===== config.mk =====
export PLATFORM = sky130hd
export DESIGN_NAME = prod_accum_flat
export DESIGN_NICKNAME = d
export VERILOG_FILES = /design/src/rtl/prod_accum_if.sv /design/src/rtl/prod_accum.sv /design/src/flat_wrapper.sv
export SDC_FILE = /design/constraint.sdc
export NUM_CORES = 1
export LEC_CHECK = 0
export CORE_UTILIZATION = 56
export CTS_CLUSTER_SIZE = 30
export DETAILED_ROUTE_END_ITERATION = 10
export PLACE_DENSITY = 0.82
export RECOVER_POWER = 50
export SLEW_MARGIN = 5
export SYNTH_ARGS = -nofsm -noshare
export SYNTH_HDL_FRONTEND = slang
export SYNTH_SLANG_ARGS = --single-unit

===== constraint.sdc =====
create_clock -name CLK -period 4.2 [get_ports CLK]
set_input_delay 0.42 -clock CLK [delete_from_list [all_inputs] [get_ports CLK]]
set_output_delay 0.42 -clock CLK [all_outputs]
set_load 0.03 [all_outputs]

===== src/rtl/prod_accum_if.sv =====
// Handshake bundle between the operand sequencer / multiplier side and the
// product accumulator: job control, product stream and completed-sum output.
interface prod_accum_if #(
  parameter int ACC_W = 72,
  parameter int CNT_W = 8
);
  logic             start;
  logic [CNT_W-1:0] len;
  logic             clr;
  logic             prod_valid;
  logic [63:0]      prod;
  logic             prod_ready;
  logic             sum_valid;
  logic [ACC_W-1:0] sum;
  logic             sum_ready;
  logic             busy;
  logic             ovf;

  modport master (
    output start, len, clr, prod_valid, prod, sum_ready,
    input  prod_ready, sum_valid, sum, busy, ovf
  );

  modport slave (
    input  start, len, clr, prod_valid, prod, sum_ready,
    output prod_ready, sum_valid, sum, busy, ovf
  );
endinterface


===== src/rtl/prod_accum.sv =====
// Sum-of-products accumulator: adds a programmed number of 64-bit unsigned
// products into an ACC_W-bit accumulator and holds the result until taken.
module prod_accum #(
  parameter int ACC_W = 72,
  parameter int CNT_W = 8
) (
  input  logic          CLK,
  input  logic          rst_n,
  prod_accum_if.slave   bus
);

  typedef enum logic [1:0] {
    S_IDLE  = 2'd0,
    S_ACCUM = 2'd1,
    S_DONE  = 2'd2
  } state_t;

  state_t           r_state;
  logic [ACC_W-1:0] r_acc;
  logic [ACC_W-1:0] r_sum;
  logic [CNT_W-1:0] r_cnt;
  logic [CNT_W-1:0] r_len;
  logic             r_ovf;

  // One extra bit on top of the accumulator captures the carry-out for ovf.
  logic [ACC_W:0]   w_prod_ext;
  logic [ACC_W:0]   w_add;
  logic             w_last;

  assign w_prod_ext = (ACC_W + 1)'(bus.prod);
  assign w_add      = {1'b0, r_acc} + w_prod_ext;
  assign w_last     = (r_cnt == r_len - CNT_W'(1));

  // clr masks prod_ready combinationally so an aborting cycle never accepts.
  assign bus.prod_ready = (r_state == S_ACCUM) && !bus.clr;
  assign bus.sum_valid  = (r_state == S_DONE);
  assign bus.busy       = (r_state != S_IDLE);
  assign bus.sum        = r_sum;
  assign bus.ovf        = r_ovf;

  // NOTE: all state below updates with non-blocking assignments so every
  // register samples pre-edge values, independent of statement order.
  always_ff @(posedge CLK or negedge rst_n) begin
    if (!rst_n) begin
      r_state <= S_IDLE;
      r_acc   <= '0;
      r_sum   <= '0;
      r_cnt   <= '0;
      r_len   <= '0;
      r_ovf   <= 1'b0;
    end else if (bus.clr) begin
      r_state <= S_IDLE;
      r_acc   <= '0;
      r_sum   <= '0;
      r_cnt   <= '0;
      r_ovf   <= 1'b0;
    end else begin
      case (r_state)
        S_IDLE: begin
          if (bus.start) begin
            r_len   <= bus.len;
            r_acc   <= '0;
            r_sum   <= '0;
            r_cnt   <= '0;
            r_ovf   <= 1'b0;
            r_state <= (bus.len == '0) ? S_DONE : S_ACCUM;
          end
        end

        S_ACCUM: begin
          if (bus.prod_valid) begin
            r_acc <= w_add[ACC_W-1:0];
            r_cnt <= r_cnt + CNT_W'(1);
            if (w_add[ACC_W]) r_ovf <= 1'b1;
            if (w_last) begin
              r_sum   <= w_add[ACC_W-1:0];
              r_state <= S_DONE;
            end
          end
        end

        S_DONE: begin
          if (bus.sum_ready) r_state <= S_IDLE;
        end

        default: r_state <= S_IDLE;
      endcase
    end
  end

endmodule


===== src/flat_wrapper.sv =====
// flat-port wrapper written by rule: the top's interface ports become plain ports
module prod_accum_flat 
#(
  parameter int ACC_W = 72,
  parameter int CNT_W = 8
)
  (CLK, rst_n, bus_start, bus_len, bus_clr, bus_prod_valid, bus_prod, bus_sum_ready, bus_prod_ready, bus_sum_valid, bus_sum, bus_busy, bus_ovf);
  prod_accum_if #(.ACC_W(ACC_W), .CNT_W(CNT_W)) bus_i ();
  input  logic CLK;
  input  logic rst_n;
  input wire logic [$bits(bus_i.start)-1:0] bus_start;
  input wire logic [$bits(bus_i.len)-1:0] bus_len;
  input wire logic [$bits(bus_i.clr)-1:0] bus_clr;
  input wire logic [$bits(bus_i.prod_valid)-1:0] bus_prod_valid;
  input wire logic [$bits(bus_i.prod)-1:0] bus_prod;
  input wire logic [$bits(bus_i.sum_ready)-1:0] bus_sum_ready;
  output wire logic [$bits(bus_i.prod_ready)-1:0] bus_prod_ready;
  output wire logic [$bits(bus_i.sum_valid)-1:0] bus_sum_valid;
  output wire logic [$bits(bus_i.sum)-1:0] bus_sum;
  output wire logic [$bits(bus_i.busy)-1:0] bus_busy;
  output wire logic [$bits(bus_i.ovf)-1:0] bus_ovf;
  assign bus_i.start = bus_start;
  assign bus_i.len = bus_len;
  assign bus_i.clr = bus_clr;
  assign bus_i.prod_valid = bus_prod_valid;
  assign bus_i.prod = bus_prod;
  assign bus_i.sum_ready = bus_sum_ready;
  assign bus_prod_ready = bus_i.prod_ready;
  assign bus_sum_valid = bus_i.sum_valid;
  assign bus_sum = bus_i.sum;
  assign bus_busy = bus_i.busy;
  assign bus_ovf = bus_i.ovf;
  prod_accum #(.ACC_W(ACC_W), .CNT_W(CNT_W)) u_core (.CLK(CLK), .rst_n(rst_n), .bus(bus_i));
endmodule

==> qor.csv, run 1 <==
metric;value;unit
post-DR vias/cell;6.19;
Sum Neg Setup Slack;0;ps
H-tree Lvls;4;
DR iter-0 viols;860;
IO Pins;154;
crit-path max FO;13;
Layout area overhead;21.2;%
Hold Violations, Final;0;
switching share of power;0.402;
slowest CP cell;or4_1;
max incr delay on CP;540;ps
run status;finished, violations left;
Num Clock Sinks;163;
Die Wd;139;um
nets@finish;1479;
Slew @ Worst Pin;2520;ps
worst setup path category;in -> reg;
worst-path cell chain;clkdlybuf4s50_1 -> ha_1 -> fa_1 -> a21o_2 -> nand4_4 -> a2111oi_4 -> nor4_1 -> nor3_2 -> o21ai_1 -> o21a_1 -> o31a_1 -> or4_1 -> o211ai_1;
port bufs;153;
GPL Wtd Cong;0.939;
CTS max path bufs;2;
vias in the first global route;9046;
hold crit path type;reg -> reg;
Max-Cap Viols;1;
WP buf/inv;1;
# DRC;0;
violated checks;capacitance limit, slew limit;
Die H;139;um
Cell variety after synth;74;
initial antenna violation count;0;
Worst EP arrival;3950;ps
synthesized area per cell;8.73;um^2
largest delay contributor family on the critical path;compound AO/OA/AOI/OAI gates;
minimum clock period;3610;ps
Seq/Total Area, Yosys;0.386;
Gate Count Post-Synth;1212;
top-area cell type share of the netlist area;0.386;
Fillers;1424;
final slew viol count;100;
Detailed Place HPWL;21000;um
All-Layer GR Usage;0.300;
Row Count;49;
antenna viol nets, final;0;
Slew HR;-0.682;
Layout Skew;12.2;ps
routed len/inst;18.1;um
Top FF cell, synth;dfrtp_1;
Core Region;18200;um^2
Ys Warns;0;
starting density of the core;0.581;
largest net degree at the start of global routing;116;
Overflow after GRT;0;
P_int;3540;uW
Hold Slack;474;ps
first-pass GRT wire length;46800;um
Num CTS Buffers;17;
Resize count post-CTS;0;
period utilization;0.859;
CP Launch Type;input pin;
Root Buffer;clkbuf_16;
layout cells sized above 1;0.0646;
CP required;4540;ps
RSZ-0062 raised after global routing;no;
Post-synth EDFFs;0;
Die Area;19400;um^2
endpoints failing setup;0;
combinational share of power;0.414;
Reg power frac;0.334;
Netlist Area Pre-Place;10600;um^2
post-cts hold buffer count;0;
clk_lat worst skew;430;ps
Syn Nets;1357;
clock share of power;0.252;
Synth async-reset ratio;1.00;
PD cells;462;nW/um^2
area leader, netlist;dfrtp_1;
Reg clk slew, reported paths;60;ps
ANT cells;0;
CP Capture Type;flop;
synthesis-stage register bit count;163;
Lkg Pwr;0.00584;uW
TritonCTS clock tree;built;
VDD IR max;287;uV
Psw;2380;uW
Post-CTS Setup Bufs;0;
drt pass-1 iters;8;
f_max;277;MHz
final WL;28500;um
ranking of synthesized cells by area;dfrtp_1 (39%), ha_1 (7.8%), nand2_1 (7.4%);
via count;9752;
-- power by group through the flow --
stage | clock [uW] | combinational [uW] | sequential [uW]
2_1_floorplan | 0 | 1490 | 2190
3_3_place_gp | 0 | 2410 | 2000
3_5_place_dp | 0 | 2450 | 2010
4_1_cts | 1510 | 2460 | 1980
5_1_grt | 1570 | 2670 | 2010
6_report | 1490 | 2450 | 1980
-- per-layer routing --
| layer | wire [um] | vias up | share of wire | track usage |
|---|---|---|---|---|
| met3 | 1570 | 28 | 0.055 | 0.0375 |
| met2 | 13000 | 360 | 0.45 | 0.465 |
| met4 | 357 | 0 | 0.013 | 0.0813 |
| li1 | - | 4636 | - | - |
| met5 | 0 | - | 0 | 0 |
| met1 | 13600 | 4728 | 0.48 | 0.442 |
-- per-stage QoR --
step	worst slack, ps	util	power (uW)	area (um^2)	std cells
2_1_floorplan	1160	-	3680	10600	1212
3_5_place_dp	147	0.674	4450	12300	1544
4_1_cts	576	0.704	5950	12800	1576
3_3_place_gp	215	0.674	4410	12300	1544
6_report	591	0.704	5930	12800	1576
5_1_grt	340	0.704	6250	12800	1576
-- synth_stat cells, drive strengths merged, types with 26 or more instances --
cell type	number
nand2	209
o31ai	45
dfrtp	163
xor2	28
a21o	35
xnor2	47
clkbuf	41
o21ai	119
inv	26
nor2	80
a22o	26
a21oi	94
ha	66
-- area by class of cell --
cell class	count	area (um^2)	area share
flip-flops and latches	163	4080	0.318
multi-input cells	961	6160	0.480
well taps	229	287	0.0224
clock buffers	21	460	0.0359
clock inverters	11	96.3	0.00752
repair buffers	165	1640	0.128
inverters	26	97.6	0.00761
-- path summary, 6_finish.rpt --
path | start | end | slack [ps] | cells after the start
min in group asynchronous | rst_n | u_core.bus.sum[38]$_DFFE_PN0P_ | 730 | 1
worst max-delay path | bus_prod[0] | u_core.r_acc[66]$_DFFE_PN0P_ | 590 | 13
worst min-delay path | u_core.bus.sum[31]$_DFFE_PN0P_ | u_core.bus.sum[31]$_DFFE_PN0P_ | 470 | 2
worst min register to register | u_core.bus.sum[31]$_DFFE_PN0P_ | u_core.bus.sum[31]$_DFFE_PN0P_ | 470 | 2
max in group asynchronous | rst_n | u_core.r_acc[65]$_DFFE_PN0P_ | 1950 | 1
worst max register to register | u_core.r_acc[0]$_DFFE_PN0P_ | u_core.bus.sum[66]$_DFFE_PN0P_ | 640 | 12
-- cells by family after synthesis --
kind of cell,count (synthesis),share of synthesized area
flip-flops,163,0.386
AO/OA/AOI/OAI,407,0.252
buffers and inverters,88,0.0337
AND/OR/NAND/NOR,388,0.161
adder cells (fa/ha/maj),67,0.0800
multiplexers,24,0.0251
XOR/XNOR,75,0.0621
-- worst min-delay path, stage by stage, from the launching register on --
cell and delay [ps]:
dfrtp_1 340, nand2_1 50, o21ai_0 60
-- state kept, by name, summed over array words and instances (netlist names) --
register,cells
u_core.r_len,8
u_core.bus.ovf,1
u_core.bus.sum,72
u_core.r_acc,72
u_core.r_state,2
u_core.r_cnt,8
-- placed cells by master (no fill, tap or decap), drive strengths merged, types with 8 or more instances in the layout --
cell type	instances
a21o	35
a21oi	94
a22o	26
a31oi	9
and3	8
buf	12
clkbuf	22
clkdlybuf4s50	114
dfrtp	163
dlygate4sd3	38
ha	66
inv	30
mux2	20
nand2	209
nand3	14
nand4	22
nor2	80
nor3	16
nor4	13
o211ai	9
o21a	8
o21ai	119
o21bai	15
o31ai	45
xnor2	47
xor2	28
(Power assumes the default switching activity.)
==> run 2: changes to the inputs <==
- CORE_MARGIN: unset -> 2
- HOLD_SLACK_MARGIN: unset -> 0.02
==> run 2 against run 1 <==
Effect of this change:
- the flow still finishes with violations (capacitance limit, slew limit)
- die area rose by 2.9%
- highest routed layer unchanged
- largest power group unchanged
- combinational power hardly changed
- power grew 3.4%
- clock power increased by 13%
- sequential power about the same
- fmax decreased by 0.94%
- critical path type is now reg -> reg
- via count increased by 0.70%
- hold slack worse by 3.0 ps
- setup slack lost 34 ps
==> qor.csv, run 2 (synthesized netlist as in run 1, its figures left out) <==
metric;value;unit;change
DR iter-0 viols;779;;was 860
period utilization;0.867;;was 0.859
final WL;29200;um;was 28500 um
IO Pins;154;;unchanged
Worst R2R Start;u_core.r_state[0]$_DFFE_PN0P_;;was u_core.r_acc[0]$_DFFE_PN0P_
Slew HR;-0.593;;was -0.682
internal reg-to-reg setup slack;560;ps;was 640 ps
f_max;274;MHz;was 277 MHz
Worst EP arrival;3920;ps;was 3950 ps
Top Layer Used;met4;;unchanged
antenna viol nets, final;0;;unchanged
run status;finished, violations left;;unchanged
vias in the first global route;9446;;was 9046
Hold Violations, Final;0;;unchanged
Max-Cap Viols;2;;was 1
Layout Skew;18.4;ps;was 12.2 ps
CP Launch Type;flop;;was input pin
Die Wd;141;um;was 139 um
CP required;4480;ps;was 4540 ps
RSZ-0062 raised after global routing;no;;unchanged
Sum Neg Setup Slack;0;ps;unchanged
hold crit path type;reg -> reg;;unchanged
final instance area;12900;um^2;was 12800 um^2
endpoints failing setup;0;;unchanged
worst hold stages;2;;unchanged
Placed Area;12300;um^2;about the same
Core Region;18600;um^2;was 18200 um^2
Hold Path End;u_core.bus.sum[56]$_DFFE_PN0P_;;was u_core.bus.sum[31]$_DFFE_PN0P_
Worst R2R Path Depth;7;;was 12
worst setup path category;reg -> reg;;was in -> reg
layout cells sized above 1;0.0661;;was 0.0646
via count;9820;;was 9752
Post-CTS Setup Bufs;0;;unchanged
drt pass-1 iters;5;;was 8
Resize count post-CTS;0;;unchanged
Slew @ Worst Pin;2390;ps;was 2520 ps
largest net degree at the start of global routing;93;;was 116
Reg clk slew, reported paths;70;ps;was 60 ps
Num Clock Sinks;163;;unchanged
minimum clock period;3640;ps;was 3610 ps
violated checks;capacitance limit, slew limit;;unchanged
clk_lat worst skew;440;ps;was 430 ps
Root Buffer;clkbuf_16;;unchanged
Lkg Pwr;0.00584;uW;about the same
worst reg2reg endpoint;u_core.r_acc[21]$_DFFE_PN0P_;;was u_core.bus.sum[66]$_DFFE_PN0P_
CP Capture Type;flop;;unchanged
TritonCTS clock tree;built;;unchanged
CTS max path bufs;2;;unchanged
VDD IR max;306;uV;was 287 uV
Die H;141;um;was 139 um
first-pass GRT wire length;47600;um;was 46800 um
starting density of the core;0.567;;was 0.581
Num CTS Buffers;17;;unchanged
crit-path max FO;86;;was 13
initial antenna violation count;0;;unchanged
Die Area;20000;um^2;was 19400 um^2
ANT cells;0;;unchanged
nets@finish;1479;;unchanged
# DRC;0;;unchanged
final slew viol count;140;;was 100
GPL Wtd Cong;0.941;;was 0.939
port bufs;153;;unchanged
commonest non-fill, non-tap cell in the layout;nand2_1;;unchanged
Layout area overhead;21.6;%;was 21.2%
M1 WL;13200;um;was 13600 um
Met2 Wirelength;13400;um;was 13000 um
post-DR vias/cell;6.21;;was 6.19
commonest cells after routing, fill and taps aside;nand2_1 (208), dfrtp_1 (163), clkdlybuf4s50_1 (118);;was nand2_1 (208), dfrtp_1 (163), clkdlybuf4s50_1 (114)
Overflow after GRT;0;;unchanged
H-tree Lvls;4;;unchanged
post-cts hold buffer count;0;;unchanged
met3 wire length;1720;um;was 1570 um
PD cells;476;nW/um^2;was 462 nW/um^2
Fillers;1509;;was 1424
Row Count;50;;was 49
hold_sp;u_core.bus.sum[56]$_DFFE_PN0P_;;was u_core.bus.sum[31]$_DFFE_PN0P_
routed len/inst;18.5;um;was 18.1 um
All-Layer GR Usage;0.295;;was 0.300
Detailed Place HPWL;21200;um;was 21000 um
## run 2: cell count changes in the layout (fill, tap and decap cells not counted), moves of 2 or more
cell and delta:
dlygate4sd3_1 -4, buf_12 -2, clkbuf_2 +2, bufinv_16 +3, clkdlybuf4s50_1 +4, inv_6 +2, clkinv_4 -4
## run 2: per-layer routing
layer	GRT usage	vias to the layer above
met2	0.469	393
met3	0.0452	69
li1	-	4632
met1	0.409	4726
met5	0	-
met4	0.111	0
## run 2: final cells by class
| class | count | area, um^2 | area share |
|---|---|---|---|
| clock buffer | 18 | 439 | 0.0341 |
| inverter | 26 | 97.6 | 0.00759 |
| sequential | 163 | 4080 | 0.317 |
| clock inverter | 14 | 188 | 0.0146 |
| tap | 234 | 293 | 0.0228 |
| timing repair buffer | 165 | 1610 | 0.125 |
| multi-input combinational | 961 | 6160 | 0.479 |
## run 2: worst max path at each step
stage / slack, ps / from / cells past startpoint / to
after floorplan: 1160 / bus_prod[0] / 12 / u_core.r_acc[60]$_DFFE_PN0P_
after detailed placement: 150 / bus_prod[0] / 13 / u_core.r_acc[68]$_DFFE_PN0P_
after global routing: 200 / u_core.r_state[0]$_DFFE_PN0P_ / 7 / u_core.r_acc[27]$_DFFE_PN0P_
after global placement: 240 / bus_prod[0] / 13 / u_core.r_acc[66]$_DFFE_PN0P_
after CTS: 600 / bus_prod[0] / 13 / u_core.r_acc[68]$_DFFE_PN0P_
final: 560 / u_core.r_state[0]$_DFFE_PN0P_ / 7 / u_core.r_acc[21]$_DFFE_PN0P_
## run 2: stage by stage
step / hold slack (ps) / util / total power [uW] / setup WS (ps) / instances
floorplan: 124 / - / 3680 / 1160 / 1212
global placement: 460 / 0.657 / 4400 / 244 / 1549
detailed placement: 466 / 0.657 / 4450 / 151 / 1549
CTS: 103 / 0.691 / 6130 / 598 / 1581
global route: 498 / 0.690 / 6450 / 204 / 1581
finish: 471 / 0.690 / 6130 / 557 / 1581
## run 2: critical path, stage by stage, from the launching register on
cell and delay [ps]:
dfrtp_1 470, inv_1 60, nand2_1 100, a21oi_1 120, nor2_4 110, clkbuf_1 1480
buf_4 850, o21ai_0 230
## run 2: report_power, final
part	switching (uW)	internal [uW]
clock	711	971
sequential	170	1810
combinational	1540	918
total	2420	3700
